--- config.mk ---
export PLATFORM = sky130hd
export DESIGN_NAME = uart_cmd_parser
export DESIGN_NICKNAME = d
export VERILOG_FILES = /design/src/rtl/uart_cmd_pkg.sv /design/src/rtl/uart_frame_timer.sv /design/src/rtl/uart_cmd_parser.sv
export SDC_FILE = /design/constraint.sdc
export NUM_CORES = 1
export LEC_CHECK = 0
export ABC_AREA = 1
export ABC_CLOCK_PERIOD_IN_PS = 2000
export CAP_MARGIN = 20
export CORE_MARGIN = 2
export CORE_UTILIZATION = 55
export DETAILED_ROUTE_END_ITERATION = 8
export GPL_ROUTABILITY_DRIVEN = 0
export PLACE_DENSITY = 0.79
export SYNTH_ARGS = -nofsm -noshare
export SYNTH_HDL_FRONTEND = slang
export SYNTH_HIERARCHICAL = 1
export SYNTH_SLANG_ARGS = --single-unit
--- constraint.sdc ---
create_clock -name clk_50m -period 2 [get_ports clk_50m]
set_input_delay 0.4 -clock clk_50m [delete_from_list [all_inputs] [get_ports clk_50m]]
set_output_delay 0.4 -clock clk_50m [all_outputs]
set_load 0.02 [all_outputs]
--- src/rtl/uart_cmd_pkg.sv ---
// uart_cmd_pkg: shared frame constants and FSM state encodings for the UART command link
package uart_cmd_pkg;
  localparam logic [7:0] HEADER_DEFAULT = 8'hA5;
  typedef enum logic [2:0] {IDLE, ADDR, DHI, DLO, CHK} state_t;
endpackage

--- src/rtl/uart_frame_timer.sv ---
// uart_frame_timer: inter-byte idle watchdog, expires after TIMEOUT enabled cycles without a clear
module uart_frame_timer #(
  parameter logic [15:0] TIMEOUT = 16'd50000
) (
  input  logic clk_50m,
  input  logic rst,
  input  logic clear,
  input  logic enable,
  output logic expired
);
  logic [15:0] cnt;
  // Count cycles while enabled; a clear restarts the idle window
  always_ff @(posedge clk_50m)
    cnt <= (rst || clear) ? 16'd0 : enable ? cnt + 16'd1 : cnt;
  assign expired = enable && cnt == TIMEOUT - 16'd1;
endmodule

--- src/rtl/uart_cmd_parser.sv ---
// uart_cmd_parser: decodes HEADER/ADDR/DATA_HI/DATA_LO/CHK byte frames into register writes
module uart_cmd_parser
  import uart_cmd_pkg::*;
#(
  parameter logic [7:0]  HEADER  = HEADER_DEFAULT,
  parameter logic [15:0] TIMEOUT = 16'd50000
) (
  input  logic        clk_50m,
  input  logic        rst,
  input  logic [7:0]  rx_data,
  input  logic        rx_done,
  output logic        wr_en,
  output logic [7:0]  wr_addr,
  output logic [15:0] wr_data,
  output logic        frame_err,
  output logic [7:0]  err_cnt,
  output logic        busy
);
  state_t      state_q, state_d;
  logic [7:0]  sum_q, addr_q;
  logic [15:0] data_q;
  logic        expired, wr_en_d, err_d;
  uart_frame_timer #(.TIMEOUT(TIMEOUT)) u_timer (
    .clk_50m(clk_50m),
    .rst(rst),
    .clear(rx_done || state_q == IDLE),
    .enable(state_q != IDLE),
    .expired(expired)
  );
  assign busy = state_q != IDLE;
  // Next state and strobe decisions; a byte arriving on the timeout cycle wins over the timeout
  always_comb begin
    wr_en_d = rx_done && state_q == CHK && rx_data == sum_q;
    err_d   = (rx_done && state_q == CHK && rx_data != sum_q) || (!rx_done && expired);
    state_d = rx_done ? (state_q == IDLE ? (rx_data == HEADER ? ADDR : IDLE) :
                         state_q == ADDR ? DHI :
                         state_q == DHI  ? DLO :
                         state_q == DLO  ? CHK : IDLE)
                      : expired ? IDLE : state_q;
  end
  // State register
  always_ff @(posedge clk_50m)
    state_q <= rst ? IDLE : state_d;
  // Frame capture and running checksum; the sum restarts on every byte seen in IDLE
  always_ff @(posedge clk_50m) begin
    if (rst) begin
      sum_q  <= 8'h00;
      addr_q <= 8'h00;
      data_q <= 16'h0000;
    end else if (rx_done) begin
      sum_q <= state_q == IDLE ? 8'h00 : sum_q + rx_data;
      if (state_q == ADDR) addr_q <= rx_data;
      if (state_q == DHI) data_q[15:8] <= rx_data;
      if (state_q == DLO) data_q[7:0] <= rx_data;
    end
  end
  // Registered write/error strobes, held write payload and saturating error count
  always_ff @(posedge clk_50m) begin
    if (rst) begin
      wr_en     <= 1'b0;
      frame_err <= 1'b0;
      wr_addr   <= 8'h00;
      wr_data   <= 16'h0000;
      err_cnt   <= 8'h00;
    end else begin
      wr_en     <= wr_en_d;
      frame_err <= err_d;
      if (wr_en_d) begin
        wr_addr <= addr_q;
        wr_data <= data_q;
      end
      if (err_d && err_cnt != 8'hFF) err_cnt <= err_cnt + 8'd1;
    end
  end
endmodule
==> results of run 1 <==
[cell families after synthesis]
family | count (synthesis) | synth area share
simple gates | 225 | 0.258
compound gates | 121 | 0.161
buf+inv | 92 | 0.0978
flops | 85 | 0.442
fa+ha+maj | 10 | 0.0344
xor+xnor | 3 | 0.00682
[cell usage in the layout, fill, tap and decap left out, drive strengths merged, types with 3 or more instances in the layout]
| cell type | n |
|---|---|
| nand2 | 95 |
| dfxtp | 85 |
| nor2 | 84 |
| inv | 75 |
| a21oi | 60 |
| o21ai | 55 |
| clkdlybuf4s50 | 44 |
| nand3 | 31 |
| buf | 31 |
| clkbuf | 10 |
| ha | 9 |
| nand4 | 6 |
| nor3 | 5 |
| xor2 | 3 |
| clkinvlp | 3 |
[state kept, by name, indices dropped and copies added, names as in the netlist]
register	flops
err_cnt	8
frame_err	1
wr_data	16
data_q	16
sum_q	8
u_timer/cnt	16
addr_q	8
wr_addr	8
wr_en	1
state_q	3
[synthesized netlist by cell type, drive strengths merged]
cell     n  area [sq um]
a21oi   60           300
a22oi    1          7.51
a31oi    2          12.5
and2     1          6.26
buf      9          65.1
clkbuf   9          33.8
clkinv   1          3.75
dfxtp   85          1700
fa       1          20.0
ha       9           113
inv     73           274
nand2   95           364
nand3   31           170
nand3b   1          7.51
nand4    6          43.8
nor2    84           353
nor3     5          36.3
nor4     1          6.26
o21ai   55           275
o21bai   2          18.8
o22ai    1          6.26
or2      1          6.26
xor2     3          26.3
[how the worst min path moves through the flow]
stage,startpoint,endpoint,slack (ns)
3_3_place_gp,wr_data[11],wr_data[11],0.43
2_1_floorplan,u_timer/cnt[2],u_timer/cnt[2],0.44
4_1_cts,wr_data[8],wr_data[8],0.45
5_1_grt,wr_data[15],wr_data[15],0.46
3_5_place_dp,wr_data[8],wr_data[8],0.43
6_report,wr_data[8],wr_data[8],0.45
[report_power, final]
group          switching (W)  leakage (nW)  internal, W
combinational      0.0000802          1.14    0.0000656
clock               0.000636        0.0955     0.000620
sequential       0.000000288         0.684      0.00169
total               0.000717          1.91      0.00238
[final cells by class]
type                            instances  area [sq um]
Multi-Input combinational cell        359          1780
Inverter                               74           278
Sequential cell                        85          1700
Fill cell                             573          1990
Tap cell                               96           120
Clock inverter                          6          70.1
Clock buffer                           10           138
Timing Repair Buffer                   76           719
[metrics by stage]
stage	total power [W]	hold WS, ns	instances
after floorplan	0.00180	0.443	536
after global placement	0.00187	0.433	690
after detailed placement	0.00188	0.433	690
after CTS	0.00311	0.446	706
after global routing	0.00320	0.461	706
final	0.00309	0.445	706
[per-layer routing]
layer / global-route usage / share of wire / vias up
li1: - / - / 1853
met3: 0.0641 / 0.041 / 15
met4: 0.0643 / 0.015 / 0
met2: 0.409 / 0.50 / 79
met1: 0.284 / 0.45 / 1630
met5: 0 / 0 / -
[timing repair]
action                     4_1_cts  5_1_grt
buffers inserted                 0        0
hold buffers                     0        0
resized for setup                1        2
setup endpoints to repair        1        5
[critical path, stage by stage (launching register included)]
cell and delay (ns):
dfxtp_1 0.46, nor2_2 0.09, nand2_1 0.12, buf_4 0.20, dlygate4sd2_1 0.35
==> impl_metrics.json, run 1 <==
{
  "outcome": "completed",
  "setup_viol": 0,
  "seq_area_frac_synth": 0.442,
  "ant_nets": 0,
  "h-tree-depth": 3,
  "r2r_start": "state_q[2]",
  "period_needed_ns": 1.98,
  "finClkSkew_ns": 0.0123,
  "clk_latency_ns": 0.36,
  "clock-root-buffer": "clkbuf_8",
  "cp-end-kind": "primary output",
  "portBuffers": 45,
  "crit_start": "state_q[2]",
  "grt_pass1_vias": 3291,
  "hold_viol": 0,
  "pre_cts_slack_ns": -0.233,
  "num_io_pins": 46,
  "tightestPinTransition_ns": 0.323,
  "grt_pass1_wl_um": 14300,
  "syn_area_per_cell_sq_um": 7.19,
  "synth_fp_nets": 557,
  "die_x_um": 87.7,
  "synth_cells": 536,
  "min_path_type": "reg -> reg",
  "p_leak_nw": 1.91,
  "maxCapViolations": 0,
  "whs_path_depth": 2,
  "postPlaceCellArea_sq_mm": 0.00459,
  "final_nets": 626,
  "antenna_found_initial": 0,
  "rows": 30,
  "first_pass_iters": 4,
  "setup_ws_ns": 0.0211,
  "synth_cell_type_count": 32,
  "synth-seq-cells": 85,
  "worstSetupPathType": "reg -> out",
  "drive_gt1_frac": 0.107,
  "wl_um": 8550,
  "reg2regPathDepth": 10,
  "clockBufferDepth": 2,
  "hpwl_um": 6060,
  "netlist_area_sq_mm": 0.00385,
  "core_area_sq_mm": 0.00679,
  "die_h_um": 87.7,
  "grt_start_max_net_pins": 58,
  "die_area_sq_mm": 0.00769,
  "ir_worst_vdd_uv": 391,
  "wl_per_cell_um": 12.1,
  "reg2reg_to": "err_cnt[7]",
  "crit_end": "busy",
  "ff2ff_setup_slack_ns": 0.19,
  "clock.fmax_mhz": 505,
  "critPathLaunchType": "flop",
  "worstPathArrival_ns": 1.58,
  "maxSlewHeadroom": 0.784,
  "via_per_inst": 5.07,
  "drt_iter0_drc": 145,
  "clkSinkCount": 85,
  "worstPathMaxFanout": 10,
  "drc": 0,
  "gr-total-overflow": 0,
  "crit_required_ns": 1.60,
  "grt_use_total": 0.234,
  "area_growth_pct": 24.8,
  "antennaDiodeCount": 0,
  "min_period_over_period": 0.989,
  "final_util": 0.708,
  "post-route-cell-area_sq_mm": 0.00481,
  "cts_tree": "yes",
  "powerDensity_mw_per_mm2": 643,
  "start_util": 0.567,
  "ys_warn_count": 6,
  "vias": 3577,
  "setup_tns_ns": 0,
  "finalMaxSlewViolations": 0,
  "path_clk_slew_ns": 0.09,
  "cts_buffers": 9
}
No activity file was read; power rests on OpenSTA's default activity.
==> inputs of run 2 (changes only) <==
Settings changed: TNS_END_PERCENT from default to 20.
==> results of run 2 <==
Final layout, timing and power as in run 1 (identical DEF).
==> inputs of run 3 (changes only) <==
Settings changed: SYNTH_HIERARCHICAL 1 to default.
==> run 3 against run 2 <==
  * Final cell count shrank 7.4%
  * Register-to-register slack improved by 0.16 ns
  * Sequential share of layout area is 1.2 points higher
  * Via count is 5.5% lower
  * Sequential power is essentially flat
  * Cell area down 3.3%
  * Wire length fell by 7.7%
  * Sequential cell count unchanged
  * Largest cell class is now registers
==> impl_metrics.json, run 3 <==
{
  "outcome": "completed",
  "final_nets": 593,
  "cpMaxStageDelayCell": "clkdlybuf4s50_1",
  "clkSinkCount": 85,
  "die_x_um": 86.3,
  "wl_um": 7890,
  "cp-end-kind": "flop",
  "ant_nets": 0,
  "ir_worst_vdd_uv": 444,
  "grt_use_total": 0.231,
  "crit_chain": "clkdlybuf4s50_1 > ha_1 > inv_1 > fa_1 > inv_1 > nand2_1 > nand2_1 > nand2_1 > nand2_1 > nand2_1 > nand2_1 > nand2_1 > nand2_1 > o21ai_0",
  "synth-seq-cells": 85,
  "synth_ff_type": "dfxtp_1",
  "final_common_cell": "dfxtp_1",
  "wl_per_cell_um": 12.1,
  "die_area_sq_mm": 0.00745,
  "postPlaceCellArea_sq_mm": 0.00448,
  "rows": 29,
  "pre_cts_slack_ns": -0.225,
  "finalMaxSlewViolations": 0,
  "antennaDiodeCount": 0,
  "portBuffers": 45,
  "cts_setup_buffers": 0,
  "core_area_sq_mm": 0.00646,
  "maxSlewHeadroom": 0.744,
  "critPathTopFamily": "buffers and inverters",
  "ys_warn_count": 0,
  "crit_required_ns": 2.25,
  "ys_top_cells_by_count": "dfxtp_1, nand2_1, inv_1",
  "nFillCells": 518,
  "tightestPinTransition_ns": 0.383,
  "path_clk_slew_ns": 0.08,
  "syn_area_per_cell_sq_um": 7.48,
  "worstPathMaxFanout": 2,
  "critPathLaunchType": "primary input",
  "gr-total-overflow": 0,
  "fin_hold_ws_ns": 0.442,
  "clock-root-buffer": "clkbuf_8",
  "final_cell_mix": "dfxtp_1, nand2_1, inv_1, nor2_1, a21oi_1",
  "min_period_over_period": 0.925,
  "clock.fmax_mhz": 541,
  "hpwl_um": 5880,
  "drive_gt1_frac": 0.121,
  "grt_pass1_wl_um": 13800,
  "grt_pass1_vias": 3215,
  "synth_top_cell_area_share": 0.457,
  "synth_fp_nets": 519,
  "setup_ws_ns": 0.150,
  "setup_viol": 0,
  "netlist_area_sq_mm": 0.00373,
  "powerDensity_mw_per_mm2": 632,
  "final_cells": 654,
  "seq_area_frac_synth": 0.457,
  "min_path_type": "reg -> reg",
  "die_h_um": 86.3,
  "yosys-top-cells-area": "dfxtp_1, a21oi_1, nand2_1",
  "slowest_delay_ns": 0.49,
  "p_leak_nw": 1.83,
  "area_growth_pct": 24.7,
  "first_pass_iters": 4,
  "drt_iter0_drc": 204,
  "synth_cell_type_count": 36,
  "clk_latency_ns": 0.36,
  "finClkSkew_ns": 0.00643,
  "period_needed_ns": 1.85,
  "grt_start_max_net_pins": 43,
  "synthArstFlopShare": 0,
  "worstSetupPathType": "in -> reg",
  "crit_top_cell": "nand2_1",
  "post-route-cell-area_sq_mm": 0.00465,
  "ctsHoldBuffers": 0,
  "synth_cells": 498,
  "drc": 0,
  "synth_edf_count": 0,
  "maxCapViolations": 0,
  "path_buf_inv": 3,
  "vias": 3380,
  "h-tree-depth": 3,
  "antenna_found_initial": 0,
  "final_util": 0.719,
  "worstPathArrival_ns": 2.10,
  "hold_viol": 0,
  "place_inst": 638,
  "top_regs": "data_q: 16 flops, u_timer.cnt: 16 flops, wr_data: 16 flops",
  "post-synth-top-count-cell": "dfxtp_1",
  "clockBufferDepth": 2,
  "start_util": 0.577,
  "netlist.top_cell.by_area": "dfxtp_1",
  "via_per_inst": 5.17,
  "rsz0062_at_grt": "no",
  "cts_buffers": 9,
  "num_io_pins": 46,
  "cts_tree": "yes"
}
==> run 3: cell count changes in the layout (fill, tap and decap cells not counted), moves of 3 or more <==
cell	before	now
clkinv_2	0	3
inv_1	73	68
nor2_1	76	62
o21ai_1	0	6
inv_2	0	5
o21a_1	0	4
o21ai_0	55	51
nand2_1	92	70
a21oi_1	60	55
==> run 3: cells by family (layout without fill, tap and decap cells) <==
kind of cell    count (synthesis)  after routing  share of synthesized area
buf+inv                        90            169                     0.0977
simple gates                  184            184                      0.222
compound gates                127            127                      0.181
fa+ha+maj                      10             10                     0.0356
xor+xnor                        2              2                    0.00672
flops                          85             85                      0.457
==> run 3: cell type report <==
type                            count  area (sq um)  share of cell area
Timing Repair Buffer               78           734               0.158
Clock inverter                      7          48.8              0.0105
Sequential cell                    85          1700               0.366
Clock buffer                        9           124              0.0267
Multi-Input combinational cell    323          1660               0.357
Inverter                           75           282              0.0606
Tap cell                           77          96.3              0.0207
==> run 3: path summary, 6_finish.rpt <==
| path | start | to | slack [ns] | cells after the start |
|---|---|---|---|---|
| setup / recovery | rx_data[0] | sum_q[6] | 0.15 | 14 |
| hold / removal | wr_data[9] | wr_data[9] | 0.44 | 2 |
| setup reg to reg | sum_q[0] | sum_q[6] | 0.35 | 13 |
| hold reg to reg | wr_data[9] | wr_data[9] | 0.44 | 2 |
==> run 3: repair_timing <==
action / 4_1_cts / 5_1_grt
endpoints found under the hold margin: 0 / 0
gates resized for setup: 1 / 0
endpoints found under the setup margin: 1 / 0
==> run 3: stage by stage <==
| stage | power, W | TNS, ns |
|---|---|---|
| floorplan | 0.00181 | 0 |
| global placement | 0.00188 | -5.06 |
| detailed placement | 0.00189 | -5.55 |
| CTS | 0.00297 | 0 |
| global route | 0.00305 | 0 |
| finish | 0.00294 | 0 |
==> run 3: power breakdown <==
part	leakage [nW]	internal, W	total, W	switching, W
combinational	1.06	0.0000720	0.000157	0.0000851
sequential	0.684	0.00169	0.00169	0.000000335
clock	0.0898	0.000455	0.00109	0.000635
total	1.83	0.00222	0.00294	0.000721
==> run 3: tightest hold or removal path, cell delays in order (launching register included) <==
cell and delay (ns):
dfxtp_1 0.31, inv_1 0.04, a21oi_1 0.05
==> run 3: routing by layer <==
layer,wire length [um],vias to the layer above,global-route usage
met4,199,0,0.104
met2,3770,71,0.390
li1,-,1767,-
met1,3570,1521,0.281
met5,0,-,0
met3,342,21,0.0514
